File: config.mk
export PLATFORM = sky130hd
export DESIGN_NAME = mips_multicycle_ctrl_flat
export DESIGN_NICKNAME = d
export VERILOG_FILES = /design/src/rtl/mips_pkg.sv /design/src/rtl/mips_multicycle_ctrl_if.sv /design/src/rtl/mips_alu_decode.sv /design/src/rtl/mips_multicycle_ctrl.sv /design/src/flat_wrapper.sv
export SDC_FILE = /design/constraint.sdc
export NUM_CORES = 1
export LEC_CHECK = 0
export ABC_AREA = 1
export CAP_MARGIN = 25
export CORE_AREA = 2 2 56 58
export DETAILED_ROUTE_END_ITERATION = 16
export DIE_AREA = 0 0 58 60
export HOLD_SLACK_MARGIN = 0.05
export PLACE_DENSITY = 0.82
export SYNTH_ARGS = -nofsm -noshare
export SYNTH_HDL_FRONTEND = slang
export SYNTH_SLANG_ARGS = --single-unit
File: constraint.sdc
create_clock -name clock -period 3.8 [get_ports clock]
set_input_delay 0.76 -clock clock [delete_from_list [all_inputs] [get_ports clock]]
set_output_delay 0.76 -clock clock [all_outputs]
set_load 0.01 [all_outputs]
File: src/rtl/mips_pkg.sv
// Shared definitions for the multicycle MIPS control path: opcodes, functs,
// ALU control codes, state encoding and the datapath control word.
package mips_pkg;

    localparam int unsigned OPCODE_W   = 6;
    localparam int unsigned FUNCT_W    = 6;
    localparam int unsigned ALU_CTRL_W = 4;
    localparam int unsigned STATE_W    = 4;
    localparam int unsigned WAIT_W     = 8;

    localparam logic [OPCODE_W-1:0] OP_RTYPE = 6'd0;
    localparam logic [OPCODE_W-1:0] OP_J     = 6'd2;
    localparam logic [OPCODE_W-1:0] OP_BEQ   = 6'd4;
    localparam logic [OPCODE_W-1:0] OP_ADDI  = 6'd8;
    localparam logic [OPCODE_W-1:0] OP_LW    = 6'd35;
    localparam logic [OPCODE_W-1:0] OP_SW    = 6'd43;

    localparam logic [FUNCT_W-1:0] FN_ADD = 6'd32;
    localparam logic [FUNCT_W-1:0] FN_SUB = 6'd34;
    localparam logic [FUNCT_W-1:0] FN_AND = 6'd36;
    localparam logic [FUNCT_W-1:0] FN_OR  = 6'd37;
    localparam logic [FUNCT_W-1:0] FN_SLT = 6'd42;

    localparam logic [ALU_CTRL_W-1:0] ALU_AND = 4'b0000;
    localparam logic [ALU_CTRL_W-1:0] ALU_OR  = 4'b0001;
    localparam logic [ALU_CTRL_W-1:0] ALU_ADD = 4'b0010;
    localparam logic [ALU_CTRL_W-1:0] ALU_SUB = 4'b0110;
    localparam logic [ALU_CTRL_W-1:0] ALU_SLT = 4'b0111;

    localparam logic [1:0] SRCB_B      = 2'd0;
    localparam logic [1:0] SRCB_FOUR   = 2'd1;
    localparam logic [1:0] SRCB_IMM    = 2'd2;
    localparam logic [1:0] SRCB_IMM_SH = 2'd3;

    localparam logic [1:0] PCSRC_ALU    = 2'd0;
    localparam logic [1:0] PCSRC_ALUOUT = 2'd1;
    localparam logic [1:0] PCSRC_JUMP   = 2'd2;

    typedef enum logic [STATE_W-1:0] {
        ST_IDLE     = 4'd0,
        ST_FETCH    = 4'd1,
        ST_DECODE   = 4'd2,
        ST_MEM_ADDR = 4'd3,
        ST_MEM_RD   = 4'd4,
        ST_MEM_WB   = 4'd5,
        ST_MEM_WR   = 4'd6,
        ST_EXEC_R   = 4'd7,
        ST_R_WB     = 4'd8,
        ST_BRANCH   = 4'd9,
        ST_JUMP     = 4'd10,
        ST_ADDI_EX  = 4'd11,
        ST_ADDI_WB  = 4'd12,
        ST_HALT     = 4'd15
    } state_e;

    // Datapath control word produced each cycle by the main FSM.
    typedef struct packed {
        logic                  pc_write;
        logic                  pc_write_cond;
        logic                  i_or_d;
        logic                  mem_read;
        logic                  mem_write;
        logic                  ir_write;
        logic                  reg_dst;
        logic                  mem_to_reg;
        logic                  reg_write;
        logic                  alu_src_a;
        logic [1:0]            alu_src_b;
        logic [ALU_CTRL_W-1:0] alu_ctrl;
        logic [1:0]            pc_source;
        logic                  retire;
    } ctrl_t;

endpackage

File: src/rtl/mips_multicycle_ctrl_if.sv
// Control/status bundle between the main control FSM and the multicycle datapath.
interface mips_multicycle_ctrl_if;
    import mips_pkg::*;

    logic [OPCODE_W-1:0]   opcode;
    logic [FUNCT_W-1:0]    funct;
    logic                  zero;
    logic                  mem_ready;

    logic                  pc_write;
    logic                  pc_write_cond;
    logic                  i_or_d;
    logic                  mem_read;
    logic                  mem_write;
    logic                  ir_write;
    logic                  reg_dst;
    logic                  mem_to_reg;
    logic                  reg_write;
    logic                  alu_src_a;
    logic [1:0]            alu_src_b;
    logic [ALU_CTRL_W-1:0] alu_ctrl;
    logic [1:0]            pc_source;
    logic                  retire;
    logic                  illegal_op;
    logic                  bus_error;
    logic [STATE_W-1:0]    state;

    modport master (
        input  opcode, funct, zero, mem_ready,
        output pc_write, pc_write_cond, i_or_d, mem_read, mem_write, ir_write,
               reg_dst, mem_to_reg, reg_write, alu_src_a, alu_src_b, alu_ctrl,
               pc_source, retire, illegal_op, bus_error, state
    );

    modport slave (
        output opcode, funct, zero, mem_ready,
        input  pc_write, pc_write_cond, i_or_d, mem_read, mem_write, ir_write,
               reg_dst, mem_to_reg, reg_write, alu_src_a, alu_src_b, alu_ctrl,
               pc_source, retire, illegal_op, bus_error, state
    );

endinterface

File: src/rtl/mips_alu_decode.sv
// R-type funct to ALU control decode with a valid flag; purely combinational
// so a pipelined control unit can reuse it unchanged.
module mips_alu_decode
    import mips_pkg::*;
#(
    parameter bit ENABLE_SLT = 1'b1
) (
    input  logic [FUNCT_W-1:0]    funct,
    output logic [ALU_CTRL_W-1:0] alu_ctrl,
    output logic                  valid
);

    always_comb begin
        alu_ctrl = ALU_AND;
        valid    = 1'b0;
        case (funct)
            FN_ADD: begin alu_ctrl = ALU_ADD; valid = 1'b1; end
            FN_SUB: begin alu_ctrl = ALU_SUB; valid = 1'b1; end
            FN_AND: begin alu_ctrl = ALU_AND; valid = 1'b1; end
            FN_OR:  begin alu_ctrl = ALU_OR;  valid = 1'b1; end
            FN_SLT: begin
                if (ENABLE_SLT) begin
                    alu_ctrl = ALU_SLT;
                    valid    = 1'b1;
                end
            end
            default: ;
        endcase
    end

endmodule

File: src/rtl/mips_multicycle_ctrl.sv
// Main control FSM of the multicycle MIPS: sequences fetch/decode/execute/
// memory/writeback, bounds memory wait states and traps illegal instructions.
module mips_multicycle_ctrl
    import mips_pkg::*;
#(
    parameter int unsigned MEM_TIMEOUT = 16,
    parameter bit          ENABLE_SLT  = 1'b1
) (
    input  logic                   clock,
    input  logic                   reset_n,
    mips_multicycle_ctrl_if.master ctl
);

    state_e              state_q, state_d;
    logic [WAIT_W-1:0]   wait_cnt_q, wait_cnt_d;
    logic                illegal_q, illegal_d;
    logic                bus_err_q, bus_err_d;
    ctrl_t               ctrl_c;
    logic [ALU_CTRL_W-1:0] dec_alu_ctrl;
    logic                dec_valid;
    logic                wait_limit_c;

    mips_alu_decode #(.ENABLE_SLT(ENABLE_SLT)) u_alu_decode (
        .funct    (ctl.funct),
        .alu_ctrl (dec_alu_ctrl),
        .valid    (dec_valid)
    );

    // This wait cycle is the last one allowed if mem_ready stays low.
    assign wait_limit_c = ((wait_cnt_q + WAIT_W'(1)) == WAIT_W'(MEM_TIMEOUT));

    always_comb begin
        state_d    = state_q;
        wait_cnt_d = '0;
        illegal_d  = illegal_q;
        bus_err_d  = bus_err_q;
        ctrl_c     = '0;

        unique case (state_q)
            ST_IDLE: state_d = ST_FETCH;
            ST_FETCH: begin
                ctrl_c.mem_read  = 1'b1;
                ctrl_c.alu_src_b = SRCB_FOUR;
                ctrl_c.alu_ctrl  = ALU_ADD;
                ctrl_c.pc_source = PCSRC_ALU;
                if (ctl.mem_ready) begin
                    ctrl_c.ir_write = 1'b1;
                    ctrl_c.pc_write = 1'b1;
                    state_d         = ST_DECODE;
                end else if (wait_limit_c) begin
                    state_d   = ST_HALT;
                    bus_err_d = 1'b1;
                end else begin
                    wait_cnt_d = wait_cnt_q + WAIT_W'(1);
                end
            end
            ST_DECODE: begin
                ctrl_c.alu_src_b = SRCB_IMM_SH;
                ctrl_c.alu_ctrl  = ALU_ADD;
                case (ctl.opcode)
                    OP_RTYPE:     state_d = ST_EXEC_R;
                    OP_LW, OP_SW: state_d = ST_MEM_ADDR;
                    OP_BEQ:       state_d = ST_BRANCH;
                    OP_J:         state_d = ST_JUMP;
                    OP_ADDI:      state_d = ST_ADDI_EX;
                    default: begin
                        state_d   = ST_HALT;
                        illegal_d = 1'b1;
                    end
                endcase
            end
            ST_EXEC_R: begin
                ctrl_c.alu_src_a = 1'b1;
                ctrl_c.alu_src_b = SRCB_B;
                ctrl_c.alu_ctrl  = dec_alu_ctrl;
                if (dec_valid) begin
                    state_d = ST_R_WB;
                end else begin
                    state_d   = ST_HALT;
                    illegal_d = 1'b1;
                end
            end
            ST_R_WB: begin
                ctrl_c.reg_dst   = 1'b1;
                ctrl_c.reg_write = 1'b1;
                ctrl_c.retire    = 1'b1;
                state_d          = ST_FETCH;
            end
            ST_MEM_ADDR: begin
                ctrl_c.alu_src_a = 1'b1;
                ctrl_c.alu_src_b = SRCB_IMM;
                ctrl_c.alu_ctrl  = ALU_ADD;
                state_d = (ctl.opcode == OP_SW) ? ST_MEM_WR : ST_MEM_RD;
            end
            ST_MEM_RD: begin
                ctrl_c.mem_read = 1'b1;
                ctrl_c.i_or_d   = 1'b1;
                if (ctl.mem_ready) begin
                    state_d = ST_MEM_WB;
                end else if (wait_limit_c) begin
                    state_d   = ST_HALT;
                    bus_err_d = 1'b1;
                end else begin
                    wait_cnt_d = wait_cnt_q + WAIT_W'(1);
                end
            end
            ST_MEM_WB: begin
                ctrl_c.mem_to_reg = 1'b1;
                ctrl_c.reg_write  = 1'b1;
                ctrl_c.retire     = 1'b1;
                state_d           = ST_FETCH;
            end
            ST_MEM_WR: begin
                ctrl_c.mem_write = 1'b1;
                ctrl_c.i_or_d    = 1'b1;
                if (ctl.mem_ready) begin
                    ctrl_c.retire = 1'b1;
                    state_d       = ST_FETCH;
                end else if (wait_limit_c) begin
                    state_d   = ST_HALT;
                    bus_err_d = 1'b1;
                end else begin
                    wait_cnt_d = wait_cnt_q + WAIT_W'(1);
                end
            end
            ST_BRANCH: begin
                ctrl_c.alu_src_a     = 1'b1;
                ctrl_c.alu_src_b     = SRCB_B;
                ctrl_c.alu_ctrl      = ALU_SUB;
                ctrl_c.pc_write_cond = 1'b1;
                ctrl_c.pc_source     = PCSRC_ALUOUT;
                ctrl_c.retire        = 1'b1;
                state_d              = ST_FETCH;
            end
            ST_JUMP: begin
                ctrl_c.pc_write  = 1'b1;
                ctrl_c.pc_source = PCSRC_JUMP;
                ctrl_c.retire    = 1'b1;
                state_d          = ST_FETCH;
            end
            ST_ADDI_EX: begin
                ctrl_c.alu_src_a = 1'b1;
                ctrl_c.alu_src_b = SRCB_IMM;
                ctrl_c.alu_ctrl  = ALU_ADD;
                state_d          = ST_ADDI_WB;
            end
            ST_ADDI_WB: begin
                ctrl_c.reg_write = 1'b1;
                ctrl_c.retire    = 1'b1;
                state_d          = ST_FETCH;
            end
            ST_HALT: state_d = ST_HALT;
            default: state_d = ST_IDLE;
        endcase

        // Strobes drop in the same cycle reset is asserted so no access or retire completes.
        if (!reset_n) begin
            ctrl_c = '0;
        end
    end

    always_ff @(posedge clock) begin
        if (!reset_n) begin
            state_q    <= ST_IDLE;
            wait_cnt_q <= '0;
            illegal_q  <= 1'b0;
            bus_err_q  <= 1'b0;
        end else begin
            state_q    <= state_d;
            wait_cnt_q <= wait_cnt_d;
            illegal_q  <= illegal_d;
            bus_err_q  <= bus_err_d;
        end
    end

    assign ctl.pc_write      = ctrl_c.pc_write;
    assign ctl.pc_write_cond = ctrl_c.pc_write_cond;
    assign ctl.i_or_d        = ctrl_c.i_or_d;
    assign ctl.mem_read      = ctrl_c.mem_read;
    assign ctl.mem_write     = ctrl_c.mem_write;
    assign ctl.ir_write      = ctrl_c.ir_write;
    assign ctl.reg_dst       = ctrl_c.reg_dst;
    assign ctl.mem_to_reg    = ctrl_c.mem_to_reg;
    assign ctl.reg_write     = ctrl_c.reg_write;
    assign ctl.alu_src_a     = ctrl_c.alu_src_a;
    assign ctl.alu_src_b     = ctrl_c.alu_src_b;
    assign ctl.alu_ctrl      = ctrl_c.alu_ctrl;
    assign ctl.pc_source     = ctrl_c.pc_source;
    assign ctl.retire        = ctrl_c.retire;
    assign ctl.illegal_op    = illegal_q;
    assign ctl.bus_error     = bus_err_q;
    assign ctl.state         = state_q;

endmodule

File: src/flat_wrapper.sv
// flat-port wrapper written by rule: the top's interface ports become plain ports
module mips_multicycle_ctrl_flat import mips_pkg::*;
#(
    parameter int unsigned MEM_TIMEOUT = 16,
    parameter bit          ENABLE_SLT  = 1'b1
)
  (clock, reset_n, ctl_opcode, ctl_funct, ctl_zero, ctl_mem_ready, ctl_pc_write, ctl_pc_write_cond, ctl_i_or_d, ctl_mem_read, ctl_mem_write, ctl_ir_write, ctl_reg_dst, ctl_mem_to_reg, ctl_reg_write, ctl_alu_src_a, ctl_alu_src_b, ctl_alu_ctrl, ctl_pc_source, ctl_retire, ctl_illegal_op, ctl_bus_error, ctl_state);
  mips_multicycle_ctrl_if ctl_i ();
  input  logic clock;
  input  logic reset_n;
  input wire logic [$bits(ctl_i.opcode)-1:0] ctl_opcode;
  input wire logic [$bits(ctl_i.funct)-1:0] ctl_funct;
  input wire logic [$bits(ctl_i.zero)-1:0] ctl_zero;
  input wire logic [$bits(ctl_i.mem_ready)-1:0] ctl_mem_ready;
  output wire logic [$bits(ctl_i.pc_write)-1:0] ctl_pc_write;
  output wire logic [$bits(ctl_i.pc_write_cond)-1:0] ctl_pc_write_cond;
  output wire logic [$bits(ctl_i.i_or_d)-1:0] ctl_i_or_d;
  output wire logic [$bits(ctl_i.mem_read)-1:0] ctl_mem_read;
  output wire logic [$bits(ctl_i.mem_write)-1:0] ctl_mem_write;
  output wire logic [$bits(ctl_i.ir_write)-1:0] ctl_ir_write;
  output wire logic [$bits(ctl_i.reg_dst)-1:0] ctl_reg_dst;
  output wire logic [$bits(ctl_i.mem_to_reg)-1:0] ctl_mem_to_reg;
  output wire logic [$bits(ctl_i.reg_write)-1:0] ctl_reg_write;
  output wire logic [$bits(ctl_i.alu_src_a)-1:0] ctl_alu_src_a;
  output wire logic [$bits(ctl_i.alu_src_b)-1:0] ctl_alu_src_b;
  output wire logic [$bits(ctl_i.alu_ctrl)-1:0] ctl_alu_ctrl;
  output wire logic [$bits(ctl_i.pc_source)-1:0] ctl_pc_source;
  output wire logic [$bits(ctl_i.retire)-1:0] ctl_retire;
  output wire logic [$bits(ctl_i.illegal_op)-1:0] ctl_illegal_op;
  output wire logic [$bits(ctl_i.bus_error)-1:0] ctl_bus_error;
  output wire logic [$bits(ctl_i.state)-1:0] ctl_state;
  assign ctl_i.opcode = ctl_opcode;
  assign ctl_i.funct = ctl_funct;
  assign ctl_i.zero = ctl_zero;
  assign ctl_i.mem_ready = ctl_mem_ready;
  assign ctl_pc_write = ctl_i.pc_write;
  assign ctl_pc_write_cond = ctl_i.pc_write_cond;
  assign ctl_i_or_d = ctl_i.i_or_d;
  assign ctl_mem_read = ctl_i.mem_read;
  assign ctl_mem_write = ctl_i.mem_write;
  assign ctl_ir_write = ctl_i.ir_write;
  assign ctl_reg_dst = ctl_i.reg_dst;
  assign ctl_mem_to_reg = ctl_i.mem_to_reg;
  assign ctl_reg_write = ctl_i.reg_write;
  assign ctl_alu_src_a = ctl_i.alu_src_a;
  assign ctl_alu_src_b = ctl_i.alu_src_b;
  assign ctl_alu_ctrl = ctl_i.alu_ctrl;
  assign ctl_pc_source = ctl_i.pc_source;
  assign ctl_retire = ctl_i.retire;
  assign ctl_illegal_op = ctl_i.illegal_op;
  assign ctl_bus_error = ctl_i.bus_error;
  assign ctl_state = ctl_i.state;
  mips_multicycle_ctrl #(.MEM_TIMEOUT(MEM_TIMEOUT), .ENABLE_SLT(ENABLE_SLT)) u_core (.clock(clock), .reset_n(reset_n), .ctl(ctl_i));
endmodule
==> results of run 1 <==
-- cell usage in the layout (no fill, tap or decap), types with 2 or more instances in the layout --
cell type                         synthesis  final
sky130_fd_sc_hd__nor3_1                   3      3
sky130_fd_sc_hd__inv_2                    7      7
sky130_fd_sc_hd__a21oi_2                  6      6
sky130_fd_sc_hd__nand3_1                 16     16
sky130_fd_sc_hd__clkdlybuf4s50_1          0     38
sky130_fd_sc_hd__nand3_4                  2      2
sky130_fd_sc_hd__inv_1                   24     24
sky130_fd_sc_hd__nand3_2                  3      3
sky130_fd_sc_hd__clkbuf_4                 0      3
sky130_fd_sc_hd__nor2_4                   7      7
sky130_fd_sc_hd__nand2_2                  5      5
sky130_fd_sc_hd__nand4_1                  3      3
sky130_fd_sc_hd__o21ai_1                  4      4
sky130_fd_sc_hd__nand2_1                 38     38
sky130_fd_sc_hd__nor2_1                  36     36
sky130_fd_sc_hd__nor4_1                   3      3
sky130_fd_sc_hd__a21oi_1                 10     10
sky130_fd_sc_hd__buf_4                    2      2
sky130_fd_sc_hd__dfxtp_1                 14     14
-- layer usage --
metal  up-vias  global-route usage [%]  part of all wire [%]
met2        35                    28.2                    46
met3         2                    2.60                   4.3
li1        724                       -                     -
met4         0                    3.99                  0.52
met5         -                       0                     0
met1       593                    22.7                    49
-- sequential cells by signal (all words and copies together) (netlist names) --
register	cells
u_core.ctl.illegal_op	1
u_core.ctl.bus_error	1
u_core.wait_cnt_q	8
u_core.ctl.state	4
-- stage by stage --
| step | setup WS [ps] | area [sq um] | utilization, % | hold WS [ps] |
|---|---|---|---|---|
| 6_report | 642 | 1710 | 58.8 | 464 |
| 3_5_place_dp | 642 | 1670 | 57.5 | 446 |
| 3_3_place_gp | 658 | 1670 | 57.5 | 439 |
| 5_1_grt | 534 | 1710 | 58.8 | 486 |
| 2_1_floorplan | 1630 | 1260 | - | 440 |
| 4_1_cts | 645 | 1710 | 58.8 | 468 |
-- worst paths after layout --
| path | from | to | slack, ps |
|---|---|---|---|
| setup reg to reg | u_core.ctl.state[2] | u_core.ctl.state[2] | 2220 |
| setup / recovery | reset_n | ctl_retire | 640 |
| hold reg to reg | u_core.ctl.bus_error | u_core.ctl.bus_error | 460 |
| hold / removal | u_core.ctl.bus_error | u_core.ctl.bus_error | 460 |
-- power breakdown --
part	switching, mW	total (mW)	internal (mW)	leakage (nW)
combinational	0.222	0.401	0.179	0.553
sequential	0.0417	0.208	0.167	0.114
clock	0.0490	0.107	0.0582	0.0210
-- cell type report --
type / count / area (sq um)
Timing Repair Buffer: 40 / 395
Tap cell: 33 / 41.3
Multi-Input combinational cell: 151 / 836
Sequential cell: 14 / 280
Inverter: 31 / 116
Clock buffer: 4 / 36.3
Fill cell: 286 / 1200
-- cells by family after synthesis --
family,after synthesis
xor gates and xnor gates,1
other,1
DFF,14
buffers and inverters,35
AOI/OAI and AO/OA,27
and+or+nand+nor,121
adders and majority gates,1
-- worst max-delay path: cells and delay by family --
family                 cells  cell delay [ps]
AOI/OAI and AO/OA          1              180
and+or+nand+nor            1              300
buffers and inverters      3             1150
==> metrics.md, run 1 <==
| Metric | Value |
|---|---|
| Maximum clock insertion buffer count | 2 |
| Layout net count | 258 |
| Post-detailed-placement half-perimeter wirelength | 2300 microns |
| TritonCTS Buffers | 3 |
| H-Tree Depth | 1 |
| Fraction of final layout cells sized beyond drive strength 1 | 16.7% |
| Post CTS Setup Buffer Count | 0 |
| CTS root buf | sky130_fd_sc_hd__clkbuf_4 |
| Final setup violation count | 0 |
| Total iterations of the first detailed-routing run | 4 |
| Area fraction in and, or, nand and nor cells after synthesis | 49.6% |
| DRC | 0 |
| Sequential element share of the synthesized area | 22.3% |
| Period utilization | 83.1% |
| Clock tree from TritonCTS | done |
| Routed via count | 1354 |
| DRT Wirelength | 2860 microns |
| Mux cell area share after synthesis | 0% |
| Cell area power density | 420 mW/mm^2 |
| Y dimension of the die | 60 microns |
| Crit-path max FO | 12 |
| Required time of the worst setup path | 3040 ps |
| Chip Width | 58 microns |
| Leakage power | 0.688 nW |
| Signed area change from the synthesized netlist to the final layout | 35.8% |
| I/O pin count | 41 |
| # Max-Cap Violations | 0 |
| Die area | 0.00348 sq mm |
| Cell with the most instances on the worst path | sky130_fd_sc_hd__clkdlybuf4s50_1 |
| YS warnings | 0 |
| Setup TNS | 0 ps |
| Fraction of post-synthesis cell area in the top cell type by area | 22.3% |
| Synthesized cell area | 0.00126 sq mm |
| XOR/XNOR share of the synthesized area | 0.697% |
| Total grt overflow | 0 |
| Most frequent cell after synthesis | sky130_fd_sc_hd__nand2_1 |
| Number of antenna violations at the first check in global routing | 0 |
| Avg Synthesized Cell Area | 6.28 sq um |
| Number of placement rows | 20 |
| Worst-case reg-to-reg path depth | 8 |
| Area leader, netlist | sky130_fd_sc_hd__dfxtp_1 |
| Unrepaired setup endpoints after global routing | no |
| Core Region | 0.00290 sq mm |
| Chain of cells forming the critical path | clkdlybuf4s50_1 > inv_1 > nor3_1 > a22o_1 > clkdlybuf4s50_1 |
| Commonest cells post-synth | sky130_fd_sc_hd__nand2_1, sky130_fd_sc_hd__nor2_1, sky130_fd_sc_hd__inv_1 |
| Vias in the first global route | 1139 |
| Post-route minimum period | 3160 ps |
| Largest net degree at the start of global routing | 13 |
| Synth Area in Compound Gates | 14.9% |
| Arrival @ worst endpoint | 2400 ps |
| Total count of hold-check failures in the final report | 0 |
| Number of buffers inserted for hold repair after clock tree synthesis | 0 |
| Synthesis-stage register bit count | 14 |
| Worst IR drop on VDD | 0.395 mV |
| Total global-route track usage | 16.8% |
| Remaining antenna violation count | 0 |
| Achievable clock frequency | 317 MHz |
| Synth area leaders | sky130_fd_sc_hd__dfxtp_1, sky130_fd_sc_hd__nand2_1, sky130_fd_sc_hd__nor2_1 |
| Crit Path Class | primary input to output port |
| Hold path cells | 2 |
| Worst-case clock skew | 4.68 ps |
| Worst-Skew Late Latency | 280 ps |
| Largest family of logic cells by synthesized area | simple AND/OR/NAND/NOR gates |
| Longest individual stage delay on the worst path | 520 ps |
| Setup crit end kind | output port |
| Number of diodes added for antenna fixing | 0 |
| Placed Cells incl. Taps | 269 |
| Prevailing post-synth register cell | sky130_fd_sc_hd__dfxtp_1 |
| Resized Gates After CTS | 0 |
| Global-route wire length before repair | 4640 microns |
| Number of max-slew violations in the final report | 0 |
| DR iter-0 viols | 30 |
| Final standard cell count with taps included and fillers excluded | 273 |
| Clock-pin slew on the worst setup and hold paths | 90 ps |
| Result of the run | finished clean |
| Num Clock Sinks | 14 |
| Per-cell routed wire length | 10.5 microns |
| Worst setup SP type | primary input |
| EDFF count, synth | 0 |
| Adder-cell share of the synthesized area | 0.996% |
| Syn_nets | 217 |
| Initial core utilization | 43.3% |
| Vias per inst | 4.96 |
| Placer congestion estimate | 0.834 |
| CP max stage cell | sky130_fd_sc_hd__clkdlybuf4s50_1 |
| Synth cell types | 34 |
| Post-layout power | 0.717 mW |
| Worst min path class | flip-flop to flip-flop |
| Post-synthesis cell count | 200 |
| Async SR Flop Fraction | 0% |
| IO Port Bufs | 38 |
Note: power is estimated with default switching activity, not from simulation.
==> run 2, diff against run 1 <==
--- a/config.mk
+++ b/config.mk
@@ -7,11 +7,11 @@
 export LEC_CHECK = 0
 export ABC_AREA = 1
 export CAP_MARGIN = 25
-export CORE_AREA = 2 2 56 58
+export CORE_AREA = 2 2 59 61
 export DETAILED_ROUTE_END_ITERATION = 16
-export DIE_AREA = 0 0 58 60
+export DIE_AREA = 0 0 61 63
 export HOLD_SLACK_MARGIN = 0.05
-export PLACE_DENSITY = 0.82
+export PLACE_DENSITY = 0.78
 export SYNTH_ARGS = -nofsm -noshare
 export SYNTH_HDL_FRONTEND = slang
 export SYNTH_SLANG_ARGS = --single-unit
==> constraint.sdc (replaced) <==
create_clock -name clock -period 2.9 [get_ports clock]
set_input_delay 0.58 -clock clock [delete_from_list [all_inputs] [get_ports clock]]
set_output_delay 0.58 -clock clock [all_outputs]
set_load 0.01 [all_outputs]
==> run 2 against run 1 <==
  * First-iteration DRC count rose by 33%
  * Global-route usage rose by 0.28 points
  * Via count rose by 3.3%
  * Total power rose by 32%
==> metrics.md, run 2 (synthesis results as in run 1) <==
| Metric | Value |
|---|---|
| Post-layout instance area | 0.00173 sq mm |
| Setup crit end kind | output port |
| Setup TNS | 0 ps |
| Cell area power density | 545 mW/mm^2 |
| Placed Cells incl. Taps | 283 |
| Total grt overflow | 0 |
| Required time of the worst setup path | 2320 ps |
| Unrepaired setup endpoints after global routing | no |
| Final standard cell count with taps included and fillers excluded | 287 |
| H-Tree Depth | 1 |
| Die area | 0.00384 sq mm |
| Number of antenna violations at the first check in global routing | 0 |
| Placer congestion estimate | 0.830 |
| Worst-case clock skew | 2.77 ps |
| Worst IR drop on VDD | 0.285 mV |
| Chip Width | 61 microns |
| Crit-path max FO | 9 |
| Post-detailed-placement half-perimeter wirelength | 2390 microns |
| Number of placement rows | 21 |
| Leakage power | 0.692 nW |
| Crit Path Class | flip-flop to output port |
| IO Port Bufs | 38 |
| Number of buffers inserted for hold repair after clock tree synthesis | 0 |
| DR iter-0 viols | 40 |
| Fraction of final layout cells sized beyond drive strength 1 | 17.8% |
| Final setup violation count | 0 |
| Highest-count cells in the layout ignoring fill and taps | sky130_fd_sc_hd__nand2_1, sky130_fd_sc_hd__clkdlybuf4s50_1, sky130_fd_sc_hd__nor2_1 |
| Global-route wire length before repair | 5210 microns |
| Largest net degree at the start of global routing | 10 |
| DRC | 0 |
| Signed area change from the synthesized netlist to the final layout | 37.9% |
| Resized Gates After CTS | 0 |
| Achievable clock frequency | 362 MHz |
| TritonCTS Buffers | 3 |
| DRT Wirelength | 2980 microns |
| Clock-pin slew on the worst setup and hold paths | 80 ps |
| Post CTS Setup Buffer Count | 0 |
| Initial core utilization | 38.9% |
| Worst setup SP type | flip-flop |
| Post-route minimum period | 2760 ps |
| Most flops, register | u_core.wait_cnt_q |
| Flip-flop count of the largest register, all copies and words added | 8 |
| Number of diodes added for antenna fixing | 0 |
| Worst-Skew Late Latency | 290 ps |
| Period utilization | 95.2% |
| Vias per inst | 4.87 |
| Finished Core Util | 53.6% |
| Result of the run | finished clean |
| Num Clock Sinks | 14 |
| Total global-route track usage | 17.1% |
| Y dimension of the die | 63 microns |
| Number of max-slew violations in the final report | 0 |
| Total iterations of the first detailed-routing run | 4 |
| Core Region | 0.00323 sq mm |
| I/O pin count | 41 |
| Dpl cell area | 0.00169 sq mm |
| Layout net count | 259 |
| Vias in the first global route | 1252 |
| Worst min path class | flip-flop to flip-flop |
| Hold WS | 467 ps |
| Maximum clock insertion buffer count | 2 |
| Remaining antenna violation count | 0 |
| Routed via count | 1399 |
| CTS root buf | sky130_fd_sc_hd__clkbuf_4 |
| Arrival @ worst endpoint | 2180 ps |
| Clock tree from TritonCTS | done |
| Per-cell routed wire length | 10.4 microns |
| Total count of hold-check failures in the final report | 0 |
| # Max-Cap Violations | 0 |
==> run 2: cell count changes in the layout (fill, tap and decap cells not counted) <==
cell / before / now
sky130_fd_sc_hd__dfxtp_2: 0 / 1
sky130_fd_sc_hd__nor2_2: 1 / 2
sky130_fd_sc_hd__nor2_1: 36 / 35
sky130_fd_sc_hd__dfxtp_1: 14 / 13
sky130_fd_sc_hd__buf_4: 2 / 3
==> run 2: final timing paths <==
check	startpoint	endpoint	slack, ps	cells past startpoint
max	u_core.ctl.state[2]	ctl_retire	140	6
min	u_core.ctl.bus_error	u_core.ctl.bus_error	470	2
max reg2reg	u_core.ctl.state[2]	u_core.ctl.state[2]	1290	8
min reg2reg	u_core.ctl.bus_error	u_core.ctl.bus_error	470	2
==> run 2: metrics by stage <==
step | worst slack (ps) | total power [mW]
CTS | 102 | 0.945
finish | 138 | 0.944
global placement | 119 | 0.799
global route | 11.4 | 1.02
detailed placement | 105 | 0.802
floorplan | 974 | 0.611
==> run 2: where the power goes <==
group | total, mW | switching (mW) | leakage (nW) | internal, mW
clock network | 0.141 | 0.0642 | 0.0210 | 0.0766
logic | 0.526 | 0.290 | 0.558 | 0.236
registers | 0.277 | 0.0570 | 0.114 | 0.220
==> run 2: area by class of cell <==
class	instances	area [sq um]
tap	46	57.6
inverter	31	116
timing repair buffer	41	403
multi-input combinational	151	838
sequential	14	282
fill	340	1500
clock buffer	4	36.3
==> run 2: metal layers <==
layer	up-vias	GRT usage, %	share of wire (%)
li1	729	-	-
met1	620	23.3	47
met2	45	27.7	46
met3	5	2.69	5.5
met4	0	4.08	1.2
met5	-	0	0
==> run 2: critical path, cell delays in order (launching register included) <==
cell and delay [ps]:
sky130_fd_sc_hd__dfxtp_1 580, sky130_fd_sc_hd__inv_2 120, sky130_fd_sc_hd__nor2_4 150, sky130_fd_sc_hd__inv_2 90, sky130_fd_sc_hd__nor3_1 250, sky130_fd_sc_hd__a22o_1 190
sky130_fd_sc_hd__clkdlybuf4s50_1 530
